### src/rtl/pipe_ctrl_fsm.sv
// ---------------------------------------------------------------------------
// pipe_ctrl_fsm
//
// Central stall/flush sequencer for the 5-stage RISC-V pipeline. It merges
// three hazard sources into one priority-ordered set of pipeline-register
// enables and bubble/flush controls:
//   - load-use hazard (ID),
//   - taken-branch redirect (EX),
//   - multi-cycle data-memory wait (MEM).
// Multi-cycle events are tracked by a three-state FSM. A saturating counter
// records every cycle in which the PC is held.
//
// Ports
//   clk, rst                   rising-edge clock, asynchronous active-high reset
//   IF_ID_RS1/RS2              source registers of the instruction in ID
//   ID_EX_MemRead/WriteReg     load flag and rd of the instruction in EX
//   Branch_Taken               EX resolved a taken branch/jump this cycle
//   Dmem_Req/Dmem_Ready        MEM-stage data-memory handshake
//   Cnt_Clr                    synchronous clear of Stall_Count
//   PC_En, IF_ID_En, ID_EX_En, EX_MEM_En      register load enables
//   IF_ID_Flush, ID_EX_Flush, MEM_WB_Bubble   NOP/bubble insertion
//   Mem_Err                    registered one-cycle pulse on memory timeout
//   Stall_Count                registered saturating count of PC_En=0 cycles
// ---------------------------------------------------------------------------
module pipe_ctrl_fsm #(
   parameter int FLUSH_CYCLES = 1,
   parameter int MEM_TIMEOUT  = 255,
   parameter int CNT_W        = 32
) (
   input  logic             clk,
   input  logic             rst,
   input  logic [4:0]       IF_ID_RS1,
   input  logic [4:0]       IF_ID_RS2,
   input  logic             ID_EX_MemRead,
   input  logic [4:0]       ID_EX_WriteReg,
   input  logic             Branch_Taken,
   input  logic             Dmem_Req,
   input  logic             Dmem_Ready,
   input  logic             Cnt_Clr,
   output logic             PC_En,
   output logic             IF_ID_En,
   output logic             IF_ID_Flush,
   output logic             ID_EX_En,
   output logic             ID_EX_Flush,
   output logic             EX_MEM_En,
   output logic             MEM_WB_Bubble,
   output logic             Mem_Err,
   output logic [CNT_W-1:0] Stall_Count
);

   localparam int TW = $clog2(MEM_TIMEOUT + 1);
   localparam int FW = $clog2(FLUSH_CYCLES + 1);
   localparam logic [TW-1:0]    TMO_LAST   = TW'(MEM_TIMEOUT);
   localparam logic [FW-1:0]    FLUSH_INIT = FW'(FLUSH_CYCLES - 1);
   localparam logic [CNT_W-1:0] CNT_MAX    = {CNT_W{1'b1}};

   typedef enum logic [1:0] {
      ST_RUN      = 2'd0,
      ST_MEM_WAIT = 2'd1,
      ST_FLUSH    = 2'd2
   } state_t;

   state_t           state_q, state_d;
   logic [TW-1:0]    tmo_cnt_q, tmo_cnt_d;
   logic [FW-1:0]    flush_cnt_q, flush_cnt_d;
   logic             ret_flush_q, ret_flush_d;   // MEM_WAIT was entered from FLUSH
   logic             mem_err_q, mem_err_d;
   logic [CNT_W-1:0] stall_cnt_q, stall_cnt_d;

   logic load_use;
   logic mem_stall;
   logic eval_run;     // apply the RUN priority rules this cycle
   logic eval_flush;   // apply the FLUSH rules this cycle
   logic wait_hold;    // MEM_WAIT with memory still busy

   assign load_use  = ID_EX_MemRead && (ID_EX_WriteReg != 5'd0) &&
                      ((ID_EX_WriteReg == IF_ID_RS1) || (ID_EX_WriteReg == IF_ID_RS2));
   assign mem_stall = Dmem_Req && !Dmem_Ready;

   // On the Dmem_Ready cycle of a wait, the pipeline is evaluated as if
   // already back in the state the wait interrupted.
   assign wait_hold  = (state_q == ST_MEM_WAIT) && !Dmem_Ready;
   assign eval_run   = (state_q == ST_RUN) ||
                       ((state_q == ST_MEM_WAIT) && Dmem_Ready && !ret_flush_q);
   assign eval_flush = (state_q == ST_FLUSH) ||
                       ((state_q == ST_MEM_WAIT) && Dmem_Ready && ret_flush_q);

   // ---------------------------------------------------------------- state register
   always_ff @(posedge clk or posedge rst) begin
      if (rst) begin
         state_q     <= ST_RUN;
         tmo_cnt_q   <= '0;
         flush_cnt_q <= '0;
         ret_flush_q <= 1'b0;
         mem_err_q   <= 1'b0;
         stall_cnt_q <= '0;
      end else begin
         state_q     <= state_d;
         tmo_cnt_q   <= tmo_cnt_d;
         flush_cnt_q <= flush_cnt_d;
         ret_flush_q <= ret_flush_d;
         mem_err_q   <= mem_err_d;
         stall_cnt_q <= stall_cnt_d;
      end
   end

   // ---------------------------------------------------------------- next state
   always_comb begin
      state_d     = state_q;
      tmo_cnt_d   = tmo_cnt_q;
      flush_cnt_d = flush_cnt_q;
      ret_flush_d = ret_flush_q;
      mem_err_d   = 1'b0;

      if ((eval_run || eval_flush) && mem_stall) begin
         // Entry cycle already counts as the first frozen cycle; the flush
         // counter is left untouched so an interrupted flush can resume.
         if (MEM_TIMEOUT == 1) begin
            state_d     = ST_RUN;
            mem_err_d   = 1'b1;
            ret_flush_d = 1'b0;
            tmo_cnt_d   = '0;
         end else begin
            state_d     = ST_MEM_WAIT;
            tmo_cnt_d   = TW'(1);
            ret_flush_d = eval_flush;
         end
      end else if (eval_run) begin
         ret_flush_d = 1'b0;
         tmo_cnt_d   = '0;
         if (Branch_Taken && (FLUSH_CYCLES > 1)) begin
            state_d     = ST_FLUSH;
            flush_cnt_d = FLUSH_INIT;
         end else begin
            state_d     = ST_RUN;
         end
      end else if (eval_flush) begin
         ret_flush_d = 1'b0;
         tmo_cnt_d   = '0;
         if (flush_cnt_q <= FW'(1)) begin
            state_d     = ST_RUN;
            flush_cnt_d = '0;
         end else begin
            state_d     = ST_FLUSH;
            flush_cnt_d = flush_cnt_q - FW'(1);
         end
      end else if (wait_hold) begin
         // Timeout fires at the end of the MEM_TIMEOUT-th frozen cycle.
         if ((tmo_cnt_q + TW'(1)) >= TMO_LAST) begin
            state_d     = ST_RUN;
            mem_err_d   = 1'b1;
            ret_flush_d = 1'b0;
            tmo_cnt_d   = '0;
            flush_cnt_d = '0;
         end else begin
            tmo_cnt_d   = tmo_cnt_q + TW'(1);
         end
      end else begin
         state_d = ST_RUN;
      end
   end

   // ---------------------------------------------------------------- outputs
   always_comb begin
      PC_En         = 1'b1;
      IF_ID_En      = 1'b1;
      ID_EX_En      = 1'b1;
      EX_MEM_En     = 1'b1;
      IF_ID_Flush   = 1'b0;
      ID_EX_Flush   = 1'b0;
      MEM_WB_Bubble = 1'b0;

      if (rst) begin
         PC_En         = 1'b0;
         IF_ID_En      = 1'b0;
         ID_EX_En      = 1'b0;
         EX_MEM_En     = 1'b0;
         IF_ID_Flush   = 1'b1;
         ID_EX_Flush   = 1'b1;
         MEM_WB_Bubble = 1'b1;
      end else if (wait_hold || ((eval_run || eval_flush) && mem_stall)) begin
         // Freeze everything up to MEM and drain a bubble into WB.
         PC_En         = 1'b0;
         IF_ID_En      = 1'b0;
         ID_EX_En      = 1'b0;
         EX_MEM_En     = 1'b0;
         MEM_WB_Bubble = 1'b1;
      end else if (eval_run && Branch_Taken) begin
         // Redirect wins over load-use: the dependent instruction is squashed.
         IF_ID_Flush   = 1'b1;
         ID_EX_Flush   = 1'b1;
      end else if (eval_run && load_use) begin
         PC_En         = 1'b0;
         IF_ID_En      = 1'b0;
         ID_EX_Flush   = 1'b1;
      end else if (eval_flush) begin
         // ID holds a NOP during FLUSH, so load-use cannot occur here.
         IF_ID_Flush   = 1'b1;
      end
   end

   // ---------------------------------------------------------------- stall counter
   always_comb begin
      stall_cnt_d = stall_cnt_q;
      if (Cnt_Clr) begin
         stall_cnt_d = '0;
      end else if (!PC_En && (stall_cnt_q != CNT_MAX)) begin
         stall_cnt_d = stall_cnt_q + CNT_W'(1);
      end
   end

   assign Mem_Err     = mem_err_q;
   assign Stall_Count = stall_cnt_q;

endmodule

### config.mk
export PLATFORM = sky130hd
export DESIGN_NAME = pipe_ctrl_fsm
export DESIGN_NICKNAME = d
export VERILOG_FILES = /design/src/rtl/pipe_ctrl_fsm.sv
export SDC_FILE = /design/constraint.sdc
export NUM_CORES = 1
export LEC_CHECK = 0
export ABC_AREA = 1
export BUFFER_PORTS_ARGS = -buffer_cell sky130_fd_sc_hd__buf_2
export CORE_MARGIN = 3
export CORE_UTILIZATION = 40
export DETAILED_ROUTE_END_ITERATION = 10
export HOLD_SLACK_MARGIN = 0.02
export SYNTH_ARGS = -nofsm -noshare
export SYNTH_HDL_FRONTEND = slang
export SYNTH_SLANG_ARGS = --single-unit
### constraint.sdc
create_clock -name clk -period 2.5 [get_ports clk]
set_input_delay 0.5 -clock clk [delete_from_list [all_inputs] [get_ports clk]]
set_output_delay 0.5 -clock clk [all_outputs]
set_load 0.02 [all_outputs]
Word level (Yosys, flattened, before mapping)
Cells that the tools add are included.
Cells by class
  equality and inequality tests: 6
  reductions and logical operators: 28
  multiplexer cells: 42
  bitwise logic cells: 2
  order comparisons: 2
  add/sub/neg operators: 3
Operators by type and width (count)
  32-bit 2-to-1 mux: 2
  8-bit 2-to-1 mux: 5
  32-bit by 1-bit adder with 32-bit output (second input constant): 1
  32-bit inequality test (second input constant): 1
  1-bit 2-to-1 mux: 29
  2-bit 2-to-1 mux: 6
  1-bit logical AND: 11
  5-bit == test: 2
  8-bit by 1-bit adder with 8-bit output (second input constant): 1
  8-bit >= comparator (second input constant): 1
  4-bit nonzero test: 2
  2-bit nonzero test: 3
  1-bit logical OR: 5
  5-bit by 3-bit inequality test with 1-bit output (second input constant): 1
  5-bit nonzero test: 1
  4-bit AND reduction: 1
  1-bit zero test: 3
  2-bit by 1-bit == test with 1-bit output (second input constant): 1
  2-bit == test (second input constant): 1
  2-bit zero test: 1
  1-bit NOT: 2
  2-bit AND reduction: 1
  1-bit less-or-equal comparator (second input constant): 1
  1-bit subtractor (second input constant): 1
Storage, ports and cells
  register bits: 45

Longest topological paths before layout
  word-level depth: 13
  depth in mapped cells: 12

Worst setup path after synthesis
No wires, ideal clock.
  path type: input to output
  start point: input port rst
  end point: output port ID_EX_Flush
  slack: 13 ps
  data arrival time: 1987 ps
  path buffers: 0
  cell stages on the path: 2
  cells stage by stage: inv_1 o21ai_0
On the way
  cells in the longest elaborated chain, start to end: 1
RTL lines
  start: declaration: RTL line 31  | input logic rst,
  1-bit 2-to-1 mux: RTL line 173  | if (rst) begin
  end: declaration: RTL line 44  | output logic ID_EX_Flush,
Every way passes these cells.

Worst setup path in the final report
  start point: register state_q[0]
  end point: output port IF_ID_En
On the way
  cells in the longest elaborated chain, start to end: 9
RTL lines
  start: declaration: RTL line 63  | state_t state_q, state_d;
  start signal: assignment: RTL line 98  | state_q <= state_d;
  2-bit by 1-bit == test with 1-bit output: RTL line 82, 84, 86
  1-bit logical AND: RTL line 84, 86
  1-bit logical AND, on equally long branches: RTL line 84, 86
  1-bit logical OR, on equally long branches: RTL line 83, 85
  1-bit logical AND / 1-bit logical OR (equally long branches): RTL line 192, 181
  1-bit 2-to-1 mux / 1-bit logical AND (equally long branches): RTL line 192, 181
  1-bit 2-to-1 mux / 1-bit logical OR (equally long branches): RTL line 188, 181
  1-bit 2-to-1 mux (*): RTL line 181  | end else if (wait_hold || ((eval_run || eval_flush) && mem_stall)) begin
  1-bit 2-to-1 mux (*): RTL line 173
  end: declaration: RTL line 41  | output logic IF_ID_En,
Every way passes the cells marked *; elsewhere a longest branch is shown, timed or not.

==> out/results.txt <==
Syn Inst Count - 503
DRC viols - 0
Critical Path AT - 1.71 ns
Setup crit end kind - primary output
Port Buffers - 61
Core Region - 7486 µm²
DRT Wirelength - 8607 µm
Footprint of the multi-input gates - 1739 µm²
Storage cell area - 1076 µm²
Yosys reg bits - 43
Met2 Use GR - 0.3440
Outcome - finished, final reports clean
CTS H-tree depth - 2
Post-route setup TNS - 0 ns
Worst Tran Pin Value - 0.5573 ns
Prevailing post-synth register cell - dfrtp_1
Avg Synthesized Cell Area - 6.343 µm²
Design Power - 1.565 mW
Layout area overhead - 16.35%
Vias/cell - 5.021
First-pass GRT wire length - 14280 µm
Critical path class - flop to primary output
Reg-to-Reg Start - Stall_Count[0]
LEAKAGE - 2.089 nW
Largest net degree at the start of global routing - 44
Worst setup SP type - flop
Hold Crit Class - input pin to async pin
Worst reg2reg path depth - 8
Fillers - 816
Post-synth top area share - 0.3373
Total grt overflow - 0
Worst VDD drop - 239.6 µV
Max_cap viols - 0
Final Hold Fails - 0
Via count - 3314
Gp weighted congestion - 0.9387
Clock latency on the worst-skew pair - 0.30 ns
Max clock buf depth - 2
Synthesized cell area - 3191 µm²
# diodes - 0
Met1 Usage GRT - 0.2550
FF-to-FF End - Stall_Count[16]
Synth cell count leaders - nand2_1 (162), nor2_1 (74), inv_1 (70)
GRT Resource Usage Total - 0.1981
Initial core utilization - 0.4262
Most common cell in the netlist - nand2_1
Final hold slack - 0.3579 ns
Post-CTS Setup Bufs - 0
Yosys warnings - 0
CTS tree - done
CP max stage delay - 0.41 ns
Top-level port count - 62
Initial antenna violation count - 0
Power Dens Cells - 421.6 nW/µm²
Setup Skew - 0.005144 ns
Post-synthesis sequential area ratio - 0.3373
Critical Path, Cell by Cell - inv_2, nor2_1, inv_2, nand2_1, nor2_1, nand2_2, inv_1, buf_2
Std-Cell Rows - 31
Net count, final - 585
Synth top area cells - dfrtp_1 (34%), nand2_1 (19%), nand3_1 (9.1%)
Die Height - 95.31 µm
Slowest-stage cell, CP - dfrtp_1
Hold-fix buffers at CTS - 0
CTS Buf Count - 5
CP required - 2.00 ns
Unrepaired setup endpoints after global routing - no
Maximum fanout along the worst path - 6
Max_slew headroom - 0.6279
Worst setup margin - 0.2928 ns
Final Slew Violations - 0
Post-layout min period - 2.207 ns
Final setup vio count - 0
CTS clk-pin slew, worst paths - 0.09 ns
Fin util - 0.4959
Period utilisation layout - 0.8829
Synth unique cells - 25
DP Worst Slack - 0.3966 ns
M3 GR Usage - 0.02920
Worst setup startpoint - state_q[0]
Post-synth EDFFs - 0
Dpl hpwl - 6588 µm
Die Width - 95.31 µm
Ys async rst share - 1.000
Die area - 9084 µm²
Sink Count - 43
Root Buffer - clkbuf_8
# resized after CTS - 0
Drt pass-1 iters - 4
Synthesized net count - 528
Vias in the first global route - 3055
Iteration-0 DRC Markers - 143
GRT busiest layer - met2
Post-synth top area cell - dfrtp_1
Wire length per cell - 13.04 µm
Post-route ant nets - 0
Fmax achieved - 0.4531 GHz
CP Capture Point - IF_ID_En
Share of cells above drive strength 1 - 0.1497
R2R setup slack - 0.49 ns
-- critical path, delay by kind of cell (launching register included) --
| family | cells | cell delay [ns] |
|---|---|---|
| buffers and inverters | 4 | 0.43 |
| flip-flops | 1 | 0.41 |
| AND/OR/NAND/NOR | 4 | 0.57 |
-- report_power, final --
group | internal [mW] | switching (mW) | total, mW | leakage [nW]
Combinational | 0.0582 | 0.135 | 0.193 | 1.43
Clock | 0.399 | 0.258 | 0.657 | 0.0644
Sequential | 0.704 | 0.0111 | 0.715 | 0.597
-- cell families after synthesis --
logic type,count (synthesis),synth area share
buffers and inverters,90,0.1176
XOR/XNOR,21,0.05765
AO/OA/AOI/OAI,7,0.01176
AND/OR/NAND/NOR,339,0.4639
flip-flops,43,0.3373
adder cells (fa/ha/maj),3,0.01177
-- flip-flops by register name, indices dropped and copies added, names as in the netlist --
signal	flops
Mem_Err	1
state_q	1
ret_flush_q	1
Stall_Count	32
tmo_cnt_q	8
-- placed cells by master (no fill, tap or decap), types with 5 or more instances in the layout --
master / n
inv_1: 69
buf_2: 61
xor2_1: 9
buf_4: 5
nand2_1: 162
nand3_1: 58
nor2_1: 74
dfrtp_1: 43
nand4_1: 32
xnor2_1: 12
clkbuf_8: 5
-- final cells by class --
type / count / area share
Sequential cell: 43 / 0.2899
Clock buffer: 5 / 0.01854
Multi-Input combinational cell: 370 / 0.4685
Timing Repair Buffer: 67 / 0.09774
Tap cell: 99 / 0.03337
Clock inverter: 3 / 0.01820
Inverter: 73 / 0.07381
-- worst min path at each step --
stage                 start            to  cells past startpoint
2_1_floorplan  tmo_cnt_q[0]  tmo_cnt_q[0]                      1
4_1_cts                 rst  tmo_cnt_q[5]                      3
5_1_grt                 rst   ret_flush_q                      3
6_report                rst   ret_flush_q                      3
3_3_place_gp   tmo_cnt_q[0]  tmo_cnt_q[0]                      1
3_5_place_dp   tmo_cnt_q[0]  tmo_cnt_q[0]                      1
-- stage by stage --
step	instance area, µm²	std cells
finish	3712	660
global route	3712	660
CTS	3712	660
detailed placement	3576	652
global placement	3576	652
floorplan	3191	503
-- metal layers --
metal / routed length (µm) / vias up
li1: - / 1686
met1: 4021 / 1536
met2: 3952 / 79
met3: 505 / 13
met4: 127 / 0
met5: 0 / -
Note: power is estimated with default switching activity, not from simulation.
